`src/rtl/riscv_alu_q_if_if.sv`:
```
// ---------------------------------------------------------------------------
// riscv_alu_q_if_if
//   AHB-lite slave-side bundle for the queued ALU accelerator.
//   master modport: drives the request (address/control/write data) and
//                   receives HREADY/HRESP/HRDATA.
//   slave modport : the mirror image, used by riscv_alu_q_if.
//   Signals:
//     sl_HSEL, sl_HREADY, sl_HTRANS[1:0], sl_HBURST[2:0], sl_HSIZE[2:0],
//     sl_HADDR[31:0], sl_HWRITE, sl_HWDATA[31:0]          (master -> slave)
//     out_sl_HREADY, out_sl_HRESP[1:0], out_sl_HRDATA[31:0] (slave -> master)
// ---------------------------------------------------------------------------
interface riscv_alu_q_if_if;
    logic        sl_HSEL;
    logic        sl_HREADY;
    logic [1:0]  sl_HTRANS;
    logic [2:0]  sl_HBURST;
    logic [2:0]  sl_HSIZE;
    logic [31:0] sl_HADDR;
    logic        sl_HWRITE;
    logic [31:0] sl_HWDATA;
    logic        out_sl_HREADY;
    logic [1:0]  out_sl_HRESP;
    logic [31:0] out_sl_HRDATA;

    modport master (
        output sl_HSEL, sl_HREADY, sl_HTRANS, sl_HBURST, sl_HSIZE,
               sl_HADDR, sl_HWRITE, sl_HWDATA,
        input  out_sl_HREADY, out_sl_HRESP, out_sl_HRDATA
    );

    modport slave (
        input  sl_HSEL, sl_HREADY, sl_HTRANS, sl_HBURST, sl_HSIZE,
               sl_HADDR, sl_HWRITE, sl_HWDATA,
        output out_sl_HREADY, out_sl_HRESP, out_sl_HRDATA
    );
endinterface

```
`src/rtl/riscv_alu_q_if.sv`:
```
// ---------------------------------------------------------------------------
// riscv_alu_q_if
//   Queued AHB-lite ALU accelerator. Operand staging registers A/B feed a
//   command FIFO; commands issue into a PIPE_STAGES-deep ALU pipeline whose
//   results land, in issue order, in a result FIFO read through RESULT.
//   Zero-wait-state, always-OKAY slave.
// Ports:
//   HCLK    : clock, rising edge
//   HRESETn : asynchronous active-low reset
//   bus     : AHB-lite slave bundle (riscv_alu_q_if_if.slave)
//   o_irq   : registered irq_en & result FIFO non-empty
// Register map (HADDR[7:2]):
//   0x00 OP(W) 0x04 A(RW) 0x08 B(RW) 0x0C RESULT(RO) 0x10 STATUS(RO) 0x14 CTRL(RW)
// Op codes (OP write data [3:0]):
//   0 ADD, 1 SUB, 2 AND, 3 OR, 4 XOR, 5 SLL, 6 SRL, 7 SRA, 8 SLT, 9 SLTU;
//   anything else yields 0.
// ---------------------------------------------------------------------------
module riscv_alu_q_if #(
    parameter int CMD_DEPTH   = 4,
    parameter int RES_DEPTH   = 4,
    parameter int PIPE_STAGES = 1
) (
    input  logic             HCLK,
    input  logic             HRESETn,
    riscv_alu_q_if_if.slave  bus,
    output logic             o_irq
);
    localparam int CAW = $clog2(CMD_DEPTH);
    localparam int RAW = $clog2(RES_DEPTH);
    localparam int CCW = CAW + 1;
    localparam int RCW = RAW + 1;

    localparam logic [3:0] ALU_ADD  = 4'd0;
    localparam logic [3:0] ALU_SUB  = 4'd1;
    localparam logic [3:0] ALU_AND  = 4'd2;
    localparam logic [3:0] ALU_OR   = 4'd3;
    localparam logic [3:0] ALU_XOR  = 4'd4;
    localparam logic [3:0] ALU_SLL  = 4'd5;
    localparam logic [3:0] ALU_SRL  = 4'd6;
    localparam logic [3:0] ALU_SRA  = 4'd7;
    localparam logic [3:0] ALU_SLT  = 4'd8;
    localparam logic [3:0] ALU_SLTU = 4'd9;

    localparam logic [5:0] R_OP = 6'd0, R_A = 6'd1, R_B = 6'd2;
    localparam logic [5:0] R_RES = 6'd3, R_STAT = 6'd4, R_CTRL = 6'd5;

    typedef struct packed {
        logic [3:0]  op;
        logic [31:0] a;
        logic [31:0] b;
    } cmd_t;

    function automatic logic [31:0] alu_f(input cmd_t c);
        logic [31:0] r;
        case (c.op)
            ALU_ADD:  r = c.a + c.b;
            ALU_SUB:  r = c.a - c.b;
            ALU_AND:  r = c.a & c.b;
            ALU_OR:   r = c.a | c.b;
            ALU_XOR:  r = c.a ^ c.b;
            ALU_SLL:  r = c.a << c.b[4:0];
            ALU_SRL:  r = c.a >> c.b[4:0];
            ALU_SRA:  r = $signed(c.a) >>> c.b[4:0];
            ALU_SLT:  r = {31'd0, $signed(c.a) < $signed(c.b)};
            ALU_SLTU: r = {31'd0, c.a < c.b};
            default:  r = '0;
        endcase
        return r;
    endfunction

    // ---------------- address phase capture ----------------
    logic       ap_vld_q, ap_wr_q;
    logic [5:0] ap_reg_q;

    always_ff @(posedge HCLK or negedge HRESETn) begin
        if (!HRESETn) begin
            ap_vld_q <= 1'b0;
            ap_wr_q  <= 1'b0;
            ap_reg_q <= '0;
        end else if (bus.sl_HREADY) begin
            ap_vld_q <= bus.sl_HSEL & bus.sl_HTRANS[1];
            ap_wr_q  <= bus.sl_HWRITE;
            ap_reg_q <= bus.sl_HADDR[7:2];
        end
    end

    logic wr_op, wr_a, wr_b, wr_ctrl, rd_res, rd;
    assign rd      = ap_vld_q & ~ap_wr_q;
    assign wr_op   = ap_vld_q & ap_wr_q & (ap_reg_q == R_OP);
    assign wr_a    = ap_vld_q & ap_wr_q & (ap_reg_q == R_A);
    assign wr_b    = ap_vld_q & ap_wr_q & (ap_reg_q == R_B);
    assign wr_ctrl = ap_vld_q & ap_wr_q & (ap_reg_q == R_CTRL);
    assign rd_res  = rd & (ap_reg_q == R_RES);

    logic flush, clr_sticky;
    assign flush      = wr_ctrl & bus.sl_HWDATA[2];
    assign clr_sticky = wr_ctrl & bus.sl_HWDATA[1];

    // ---------------- staging / control ----------------
    logic [31:0] a_q, b_q;
    logic        irq_en_q, irq_en_d, ovf_q, udf_q, irq_q;

    assign irq_en_d = wr_ctrl ? bus.sl_HWDATA[0] : irq_en_q;

    // ---------------- command FIFO ----------------
    cmd_t           cmd_mem_q [CMD_DEPTH];
    logic [CAW-1:0] cmd_wp_q, cmd_rp_q;
    logic [CCW-1:0] cmd_cnt_q;
    logic           cmd_full, cmd_empty, cmd_push, issue, ovf_set;

    // ---------------- pipeline ----------------
    logic [PIPE_STAGES:0] vld_pipe_q;
    cmd_t                 iss_q;
    logic [3:0]           in_flight;
    logic [31:0]          stg_d [PIPE_STAGES+1];

    // ---------------- result FIFO ----------------
    logic [31:0]    res_mem_q [RES_DEPTH];
    logic [RAW-1:0] res_wp_q, res_rp_q;
    logic [RCW-1:0] res_cnt_q, res_cnt_d;
    logic           res_full, res_empty, res_push, res_pop, udf_set;

    assign cmd_full  = (cmd_cnt_q == CCW'(CMD_DEPTH));
    assign cmd_empty = (cmd_cnt_q == '0);
    assign res_full  = (res_cnt_q == RCW'(RES_DEPTH));
    assign res_empty = (res_cnt_q == '0);

    always_comb begin
        in_flight = '0;
        for (int k = 0; k <= PIPE_STAGES; k++)
            in_flight = in_flight + 4'(vld_pipe_q[k]);
    end

    // Issue only when a result slot is reserved for every op already in
    // flight plus this one, so the pipeline never has to stall.
    assign issue    = ~cmd_empty & ~flush &
                      ((32'(res_cnt_q) + 32'(in_flight)) < 32'(RES_DEPTH));
    // A full FIFO still accepts if its head leaves on the same edge.
    assign cmd_push = wr_op & (~cmd_full | issue);
    assign ovf_set  = wr_op & cmd_full & ~issue;

    assign res_push = vld_pipe_q[PIPE_STAGES];
    assign res_pop  = rd_res & ~res_empty;
    assign udf_set  = rd_res & res_empty;

    assign res_cnt_d = flush ? '0 : res_cnt_q + RCW'(res_push) - RCW'(res_pop);

    always_ff @(posedge HCLK or negedge HRESETn) begin
        if (!HRESETn) begin
            a_q      <= '0;
            b_q      <= '0;
            irq_en_q <= 1'b0;
            ovf_q    <= 1'b0;
            udf_q    <= 1'b0;
            irq_q    <= 1'b0;
        end else begin
            if (wr_a) a_q <= bus.sl_HWDATA;
            if (wr_b) b_q <= bus.sl_HWDATA;
            irq_en_q <= irq_en_d;
            ovf_q    <= (ovf_q & ~clr_sticky) | ovf_set;
            udf_q    <= (udf_q & ~clr_sticky) | udf_set;
            irq_q    <= irq_en_d & (res_cnt_d != '0);
        end
    end

    always_ff @(posedge HCLK or negedge HRESETn) begin
        if (!HRESETn) begin
            for (int i = 0; i < CMD_DEPTH; i++) cmd_mem_q[i] <= '0;
            cmd_wp_q  <= '0;
            cmd_rp_q  <= '0;
            cmd_cnt_q <= '0;
        end else if (flush) begin
            cmd_wp_q  <= '0;
            cmd_rp_q  <= '0;
            cmd_cnt_q <= '0;
        end else begin
            if (cmd_push) begin
                cmd_mem_q[cmd_wp_q] <= '{op: bus.sl_HWDATA[3:0], a: a_q, b: b_q};
                cmd_wp_q            <= cmd_wp_q + 1'b1;
            end
            if (issue) cmd_rp_q <= cmd_rp_q + 1'b1;
            cmd_cnt_q <= cmd_cnt_q + CCW'(cmd_push) - CCW'(issue);
        end
    end

    // Slot 0 is the issue register; result stages follow it.
    always_ff @(posedge HCLK or negedge HRESETn) begin
        if (!HRESETn) begin
            vld_pipe_q <= '0;
            iss_q      <= '0;
        end else begin
            vld_pipe_q    <= flush ? '0 : {vld_pipe_q[PIPE_STAGES:0] << 1} | (PIPE_STAGES+1)'(issue);
            if (issue) iss_q <= cmd_mem_q[cmd_rp_q];
        end
    end

    assign stg_d[0] = alu_f(iss_q);

    for (genvar k = 1; k <= PIPE_STAGES; k++) begin : g_stg
        logic [31:0] r_q;
        always_ff @(posedge HCLK or negedge HRESETn) begin
            if (!HRESETn) r_q <= '0;
            else          r_q <= stg_d[k-1];
        end
        assign stg_d[k] = r_q;
    end

    always_ff @(posedge HCLK or negedge HRESETn) begin
        if (!HRESETn) begin
            for (int i = 0; i < RES_DEPTH; i++) res_mem_q[i] <= '0;
            res_wp_q  <= '0;
            res_rp_q  <= '0;
            res_cnt_q <= '0;
        end else begin
            if (flush) begin
                res_wp_q <= '0;
                res_rp_q <= '0;
            end else begin
                if (res_push) begin
                    res_mem_q[res_wp_q] <= stg_d[PIPE_STAGES];
                    res_wp_q            <= res_wp_q + 1'b1;
                end
                if (res_pop) res_rp_q <= res_rp_q + 1'b1;
            end
            res_cnt_q <= res_cnt_d;
        end
    end

    // ---------------- read data ----------------
    logic [31:0] cc32, rc32, status;
    assign cc32   = 32'(cmd_cnt_q);
    assign rc32   = 32'(res_cnt_q);
    assign status = {12'd0, rc32[3:0], 4'd0, cc32[3:0], 1'b0, udf_q, ovf_q,
                     (vld_pipe_q != '0), res_empty, res_full, cmd_empty, cmd_full};

    always_comb begin
        bus.out_sl_HRDATA = '0;
        if (rd) begin
            case (ap_reg_q)
                R_A:     bus.out_sl_HRDATA = a_q;
                R_B:     bus.out_sl_HRDATA = b_q;
                R_RES:   bus.out_sl_HRDATA = res_empty ? 32'd0 : res_mem_q[res_rp_q];
                R_STAT:  bus.out_sl_HRDATA = status;
                R_CTRL:  bus.out_sl_HRDATA = {31'd0, irq_en_q};
                default: bus.out_sl_HRDATA = '0;
            endcase
        end
    end

    assign bus.out_sl_HREADY = 1'b1;
    assign bus.out_sl_HRESP  = 2'b00;
    assign o_irq             = irq_q;

    logic unused_ok;
    assign unused_ok = ^{bus.sl_HBURST, bus.sl_HSIZE, bus.sl_HADDR[31:8],
                         bus.sl_HADDR[1:0], bus.sl_HTRANS[0], cc32[31:4], rc32[31:4]};
endmodule

```
`src/flat_wrapper.sv`:
```
// flat-port wrapper written by rule: the top's interface ports become plain ports
module riscv_alu_q_if_flat 
#(
    parameter int CMD_DEPTH   = 4,
    parameter int RES_DEPTH   = 4,
    parameter int PIPE_STAGES = 1
)
  (HCLK, HRESETn, o_irq, bus_sl_HSEL, bus_sl_HREADY, bus_sl_HTRANS, bus_sl_HBURST, bus_sl_HSIZE, bus_sl_HADDR, bus_sl_HWRITE, bus_sl_HWDATA, bus_out_sl_HREADY, bus_out_sl_HRESP, bus_out_sl_HRDATA);
  riscv_alu_q_if_if bus_i ();
  input  logic HCLK;
  input  logic HRESETn;
  output logic o_irq;
  input wire logic [$bits(bus_i.sl_HSEL)-1:0] bus_sl_HSEL;
  input wire logic [$bits(bus_i.sl_HREADY)-1:0] bus_sl_HREADY;
  input wire logic [$bits(bus_i.sl_HTRANS)-1:0] bus_sl_HTRANS;
  input wire logic [$bits(bus_i.sl_HBURST)-1:0] bus_sl_HBURST;
  input wire logic [$bits(bus_i.sl_HSIZE)-1:0] bus_sl_HSIZE;
  input wire logic [$bits(bus_i.sl_HADDR)-1:0] bus_sl_HADDR;
  input wire logic [$bits(bus_i.sl_HWRITE)-1:0] bus_sl_HWRITE;
  input wire logic [$bits(bus_i.sl_HWDATA)-1:0] bus_sl_HWDATA;
  output wire logic [$bits(bus_i.out_sl_HREADY)-1:0] bus_out_sl_HREADY;
  output wire logic [$bits(bus_i.out_sl_HRESP)-1:0] bus_out_sl_HRESP;
  output wire logic [$bits(bus_i.out_sl_HRDATA)-1:0] bus_out_sl_HRDATA;
  assign bus_i.sl_HSEL = bus_sl_HSEL;
  assign bus_i.sl_HREADY = bus_sl_HREADY;
  assign bus_i.sl_HTRANS = bus_sl_HTRANS;
  assign bus_i.sl_HBURST = bus_sl_HBURST;
  assign bus_i.sl_HSIZE = bus_sl_HSIZE;
  assign bus_i.sl_HADDR = bus_sl_HADDR;
  assign bus_i.sl_HWRITE = bus_sl_HWRITE;
  assign bus_i.sl_HWDATA = bus_sl_HWDATA;
  assign bus_out_sl_HREADY = bus_i.out_sl_HREADY;
  assign bus_out_sl_HRESP = bus_i.out_sl_HRESP;
  assign bus_out_sl_HRDATA = bus_i.out_sl_HRDATA;
  riscv_alu_q_if #(.CMD_DEPTH(CMD_DEPTH), .RES_DEPTH(RES_DEPTH), .PIPE_STAGES(PIPE_STAGES)) u_core (.HCLK(HCLK), .HRESETn(HRESETn), .bus(bus_i), .o_irq(o_irq));
endmodule
```
`config.mk`:
```
export PLATFORM = sky130hd
export DESIGN_NAME = riscv_alu_q_if_flat
export DESIGN_NICKNAME = d
export VERILOG_FILES = /design/src/rtl/riscv_alu_q_if_if.sv /design/src/rtl/riscv_alu_q_if.sv /design/src/flat_wrapper.sv
export SDC_FILE = /design/constraint.sdc
export NUM_CORES = 1
export LEC_CHECK = 0
export CAP_MARGIN = 40
export CORE_ASPECT_RATIO = 2
export CORE_MARGIN = 5
export CORE_UTILIZATION = 40
export CTS_BUF_LIST = sky130_fd_sc_hd__clkbuf_2
export DETAILED_ROUTE_END_ITERATION = 10
export GPL_TIMING_DRIVEN = 0
export SYNTH_ARGS = -nofsm -noshare
export SYNTH_HDL_FRONTEND = slang
export SYNTH_SLANG_ARGS = --single-unit
```
`constraint.sdc`:
```
create_clock -name HCLK -period 9.96 [get_ports HCLK]
set_clock_uncertainty 0.05 [all_clocks]
set_input_delay 2.988 -clock HCLK [delete_from_list [all_inputs] [get_ports HCLK]]
set_output_delay 2.988 -clock HCLK [all_outputs]
set_load 0.03 [all_outputs]
```
# Word level (Yosys, flattened, before mapping)
# Index checks and enable logic that the tools add are counted.
# W data, S select, Z words.
totals:
  register_bits: 592
  inputBits: 77
  output_inout_bits: 36
  word_cells: 156
classes:
  n_addsub: 12
  n_lt_le_gt_ge: 9
  eq_ne: 16
  shift: 3
  mux: 28
  bitwise: 38
  reduce_logical: 14
ops:
  columns: ["op", "n"]
  rows:
  - ["$pmux W32 S10", 1]
  - ["$bwmux W272", 1]
  - ["$mux W68", 3]
  - ["$mux W32", 5]
  - ["$pmux W32 S5", 1]
  - ["$bmux W68 S2", 1]
  - ["$demux W68 S2", 1]
  - ["$bwmux W128", 1]
  - ["$bmux W32 S2", 1]
  - ["$demux W32 S2", 1]
  - ["$lt A32 B32 Y1", 2]
  - ["$add A32 B32 Y32", 1]
  - ["$and A32 B32 Y32", 1]
  - ["$lt A32 B3 Y1 const B", 1]
  - ["$or A32 B32 Y32", 1]
  - ["$shl A32 B5 Y32", 1]
  - ["$shr A32 B5 Y32", 1]
  - ["$sshr A32 B5 Y32", 1]
  - ["$sub A32 B32 Y32", 1]
  - ["$xor A32 B32 Y32", 1]
  - ["$and A1 B1 Y1", 20]
  - ["$mux W2", 9]
  - ["$eq A4 B3 Y1 const B", 4]
  - ["$eq A6 B2 Y1 const B", 2]
  - ["26 further kinds", 58]

# Logic depth before layout (Yosys ltp)
# Gate-level depths: netlist of run 1.
logic_depth:
  ltp_word: 11
  mapped_depth: 17
  ltp_nobuf: 14

# Worst setup path before layout of run 1
# OpenSTA, ideal clock, no wires.
synth_path:
  path_kind: "input -> register"
  start: "in bus_sl_HWDATA[2]"
  end: "reg u_core.cmd_cnt_q[2]"
  setup_time_ns: 0.132
  arrival_time_ns: 5.154
  required_time_ns: 9.778
  path_slack_ns: 4.624
  stages: 13
  path_buffers: 3
  path_cell_list: "nand2_1 -> and2_1 -> buf_2 -> buf_1 -> clkbuf_1 -> ha_1 -> inv_1 -> ha_1 -> inv_1 -> fa_1 -> xor2_1 -> xnor2_1 -> nor2_1"
synth_via:
  elab_chain_len: 9
synth_lines:
  columns: ["element", "line", "text"]
  rows:
  - ["from (decl)", "flat_wrapper.sv:20", "input wire logic [$bits(bus_i.sl_HWDATA)-1:0] bus_sl_HWDATA;"]
  - ["$and A1 B1 Y1 (*)", "riscv_alu_q_if.sv:96", "assign flush = wr_ctrl & bus.sl_HWDATA[2];"]
  - ["$not A1 Y1 (no line)", null, null]
  - ["$and A1 B1 Y1 (2 in series)", "riscv_alu_q_if.sv:136", "assign issue = ~cmd_empty & ~flush &"]
  - ["$or A1 B1 Y1", "riscv_alu_q_if.sv:139", "assign cmd_push = wr_op & (~cmd_full | issue);"]
  - ["$and A1 B1 Y1", "riscv_alu_q_if.sv:139", null]
  - ["$add A3 B1 Y3", "riscv_alu_q_if.sv:182", "cmd_cnt_q <= cmd_cnt_q + CCW'(cmd_push) - CCW'(issue);"]
  - ["$sub A3 B1 Y3", "riscv_alu_q_if.sv:182", null]
  - ["$mux W3 (*)", "riscv_alu_q_if.sv:172", "end else if (flush) begin"]
  - ["to (signal assigned)", "riscv_alu_q_if.sv:182", null]
  - ["to (decl)", "riscv_alu_q_if.sv:108", "logic [CCW-1:0] cmd_cnt_q;"]
# Every way passes the cells marked *; elsewhere a longest branch is shown, timed or not.
# A chain may end at the register's enable or synchronous reset.

# Worst setup path in the final report of run 1
layout_path:
  start: "reg u_core.ap_reg_q[5]"
  end: "out bus_out_sl_HRDATA[0]"
layout_via:
  elab_chain_len: 3
  elab_cells_between_ends: 7
  classes_between: "5 x eq/ne; 2 x mux"
layout_lines:
  columns: ["element", "line", "text"]
  rows:
  - ["from (decl)", "riscv_alu_q_if.sv:73", "logic [5:0] ap_reg_q;"]
  - ["from (signal assigned)", "riscv_alu_q_if.sv:83", "ap_reg_q <= bus.sl_HADDR[7:2];"]
  - ["$eq A6 B3 Y1 (tied with other cells)", "riscv_alu_q_if.sv:239", "case (ap_reg_q)"]
  - ["$pmux W32 S5 (*)", "riscv_alu_q_if.sv:239", null]
  - ["$mux W32 (*)", "riscv_alu_q_if.sv:238", "if (rd) begin"]
  - ["to (decl)", "flat_wrapper.sv:23", "output wire logic [$bits(bus_i.out_sl_HRDATA)-1:0] bus_out_sl_HRDATA;"]
# Marks and branches as above.

==> results_dict.tcl, run 1 <==
set metrics [dict create \
    drc 0 \
    syn-cell-area_um2 32600 \
    yosys.area.top_type "dfrtp_1" \
    drt_first_pass_iters 8 \
    path_cells "nor4_1 > nand3_1 > nor2_1 > clkbuf_1 > nand2_1 > a41oi_1 > clkdlybuf4s50_1" \
    hold_viol_final 0 \
    vias 25100 \
    p_leak_nw 17.1 \
    powerDensity_nw_per_um2 160 \
    dieArea_um2 87700 \
    avgSynthCellArea_um2 11.7 \
    crit_path_start "u_core.ap_reg_q[5]$_DFFE_PN0P_" \
    synth_top_area_share_pct 45.4 \
    routed_wl_um 130000 \
    cts_tree "yes" \
    fp.dieH_um 414 \
    ys_warn_count 0 \
    clock_sinks 592 \
    grt_pass1_vias 27500 \
    maxSlewViolCount 0 \
    synthToLayoutAreaGrowth_pct 12.3 \
    gp_congestion 1.10 \
    synth_cell_type_count 83 \
    drive_gt1_share_pct 27.3 \
    synthMuxAreaShare_pct 26.6 \
    core_area_um2 81100 \
    synth_flop_cell "dfrtp_1" \
    fmax_ghz 0.123 \
    grt_pass1_wl_um 187000 \
    fin_crit_sh_pct 81.8 \
    postCtsHoldBufs 0 \
    final_nets 3247 \
    drv_cap 0 \
    htreeDepth 4 \
    clk_pin_slew_worst_paths_ns 0.11 \
    end_kind "output pin" \
    portBuffers 75 \
    insertion_delay_ns 1.26 \
    r2r_cells 16 \
    grt_use_total_pct 29.6 \
    finalSetupTns_ns 0 \
    cp_slowest_cell "clkdlybuf4s50_1" \
    hold_path_startpoint "u_core.cmd_mem_q[227]$_DFFE_PN0P_" \
    synth_xor_area_share_pct 1.02 \
    critPathLaunchType "flop" \
    critPathMaxStageDelay_ns 0.81 \
    cp-endpoint "bus_out_sl_HRDATA[0]" \
    synthTopCellsByCount "dfrtp_1 (592), mux2_2 (405), o21ai_0 (183), nand2_1 (172), nor2_1 (160)" \
    synth-seq-area-share_pct 45.4 \
    root_buffer "clkbuf_2" \
    cts_buffer_depth 3 \
    rsz0062_at_grt "false" \
    synth_simple_gate_area_share_pct 6.45 \
    overflow 0 \
    final_core_util_pct 45.2 \
    synth-edff-count 0 \
    layout_min_cycle_time_ns 8.14 \
    power_mw 5.87 \
    r2r_start "u_core.iss_q[1]$_DFFE_PN0N_" \
    antenna_found_initial 5 \
    synth_fa_ha_area_share_pct 4.62 \
    r2r_slack_ns 3.77 \
    antenna_left 0 \
    dp_hpwl_um 102000 \
    outcome "finished clean" \
    drt_iter0_drc 1885 \
    grt_max_degree 133 \
    max-slew-margin-rel_pct 32.4 \
    ir_drop_v 0.000107 \
    synth_compound_area_share_pct 11.7 \
    setup_violations 0 \
    ios 113 \
    die_x_um 212 \
    path_max_fanout 10 \
    synth.most_common_cell "dfrtp_1" \
    worstMarginPinSlew_ns 1.00 \
    fillers 7713 \
    crit_required_ns 6.92 \
    via_per_inst 5.99 \
    crit_type "reg2out" \
    std_cell_rows 148 \
    arrival_ns 5.11 \
    start_util_pct 40.2 \
    wl_per_cell_um 30.9 \
    rr_endpoint "u_core.g_stg[1].r_q[0]$_DFF_PN0_" \
    ys_top_cells_by_area "dfrtp_1 (45%), mux2_2 (14%), mux4_2 (7.9%)" \
    cts_resized 0 \
    synthArstFlopShare_pct 100 \
    synth_top_family_by_area "multiplexers" \
    syn_inst 2784 \
    hold_path_class "reg2reg" \
    synth.ff_latch_count 592 \
    post_cts_buffers 0 \
    cts_made_buffers 130 \
]
[per-stage QoR]
| stage | hold WS, ns | setup WS (ns) | std cells | instance area (um2) |
|---|---|---|---|---|
| finish | 0.445 | 1.82 | 4194 | 36600 |
| global route | 0.462 | 1.58 | 4193 | 36600 |
| CTS | 0.452 | 1.74 | 4182 | 36600 |
| detailed placement | 0.425 | 3.04 | 3963 | 35400 |
| global placement | 0.418 | -18.82 | 3910 | 34700 |
| floorplan | 0.398 | 4.62 | 2785 | 32600 |
[how the worst min path moves through the flow]
stage	to	slack, ns	cells after the start
CTS	u_core.cmd_mem_q[18]$_DFFE_PN0P_	0.45	1
finish	u_core.cmd_mem_q[227]$_DFFE_PN0P_	0.45	1
detailed placement	u_core.cmd_mem_q[96]$_DFFE_PN0P_	0.43	1
global route	u_core.cmd_mem_q[18]$_DFFE_PN0P_	0.46	1
floorplan	u_core.ovf_q$_DFF_PN0_	0.40	2
global placement	u_core.cmd_mem_q[92]$_DFFE_PN0P_	0.42	1
[state kept, by name (all words and copies together) (netlist names)]
register           count
u_core.ap_wr_q         1
u_core.a_q            32
u_core.res_cnt_q       3
u_core.vld_pipe_q      2
u_core.ovf_q           1
u_core.res_mem_q     128
u_core.ap_vld_q        1
u_core.iss_q          68
u_core.g_stg.r_q      32
u_core.irq_en_q        1
u_core.o_irq           1
u_core.cmd_mem_q     272
u_core.res_wp_q        2
u_core.ap_reg_q        6
u_core.b_q            32
u_core.cmd_rp_q        2
u_core.cmd_wp_q        2
u_core.res_rp_q        2
u_core.udf_q           1
u_core.cmd_cnt_q       3
[placed cells by master, fill, tap and decap left out, types with 19 or more instances in the layout]
cell             synthesis  final
clkdlybuf4s50_1          0     74
ha_1                   114    114
nor2_1                 160    160
dfrtp_1                592    592
a21o_1                  19     19
xnor2_1                 30     30
inv_1                  102    102
a21oi_1                136    136
nand3_1                 24     24
mux2_1                  80     80
a222oi_1                30     30
buf_2                   22     30
o211ai_1                21     21
clkbuf_2                 0    186
nand2b_1                27     27
mux4_2                 115    115
buf_6                    5     32
buf_4                   19     24
o21bai_1                19     19
buf_1                   31     31
clkinv_1                 2     22
nand2_1                172    172
mux2i_1                 62     62
mux2_2                 405    405
nor3_1                  26     25
o21ai_0                183    183
clkbuf_1               118    118
[final cells by class]
type                       instances  area, um2  area share, %
antenna                            5       12.5         0.0342
buffer                           202        953           2.60
clock buffer                     185        926           2.53
clock inverter                    34        273          0.745
inverter                         108        405           1.11
multi-input combinational       1883      16400           44.9
sequential                       592      14800           40.4
tap                             1050       1310           3.59
timing repair buffer             135       1480           4.03
[worst max-delay path, delay by kind of cell (launching register included)]
kind	cells	cell delay [ns]
simple gates	4	1.49
buf+inv	2	1.46
compound gates	1	0.61
flops	1	0.42
[report_power, final]
part | total, mW | switching [mW] | internal (mW)
sequential | 2.71 | 0.147 | 2.56
clock | 1.59 | 0.969 | 0.625
combinational | 1.56 | 0.977 | 0.588
[cells by family after synthesis]
group | after synthesis
multiplexers | 662
flip-flops | 592
AO/OA/AOI/OAI | 589
AND/OR/NAND/NOR | 473
buffers and inverters | 310
adder cells (fa/ha/maj) | 118
XOR/XNOR | 38
other | 2
[per-layer routing]
layer  part of all wire, %  GRT usage, %  wire [um]  vias to the layer above
li1                      -             -          -                    10800
met2                    53          53.4      68400                     1042
met4                    11          26.1      14200                        0
met1                    32          28.7      41700                    12700
met5                     0             0          0                        -
met3                   4.1          4.51       5250                      519
Power figures use the tool's default switching activity.
==> inputs of run 2 (changes only) <==
Clock period 9.96 ns to 8.4 ns, I/O delays scaled along.
==> results of run 2 <==
The final DEF is identical to that of run 1. Status: finished clean.
Among the figures that moved: setup slack after placement 3.04 ns -> 1.95 ns; setup slack after layout 1.82 ns -> 0.724 ns; register-to-register setup slack 3.77 ns -> 2.21 ns; total power 5.87 mW -> 6.96 mW; worst IR drop on VDD 0.000107 V -> 0.000127 V
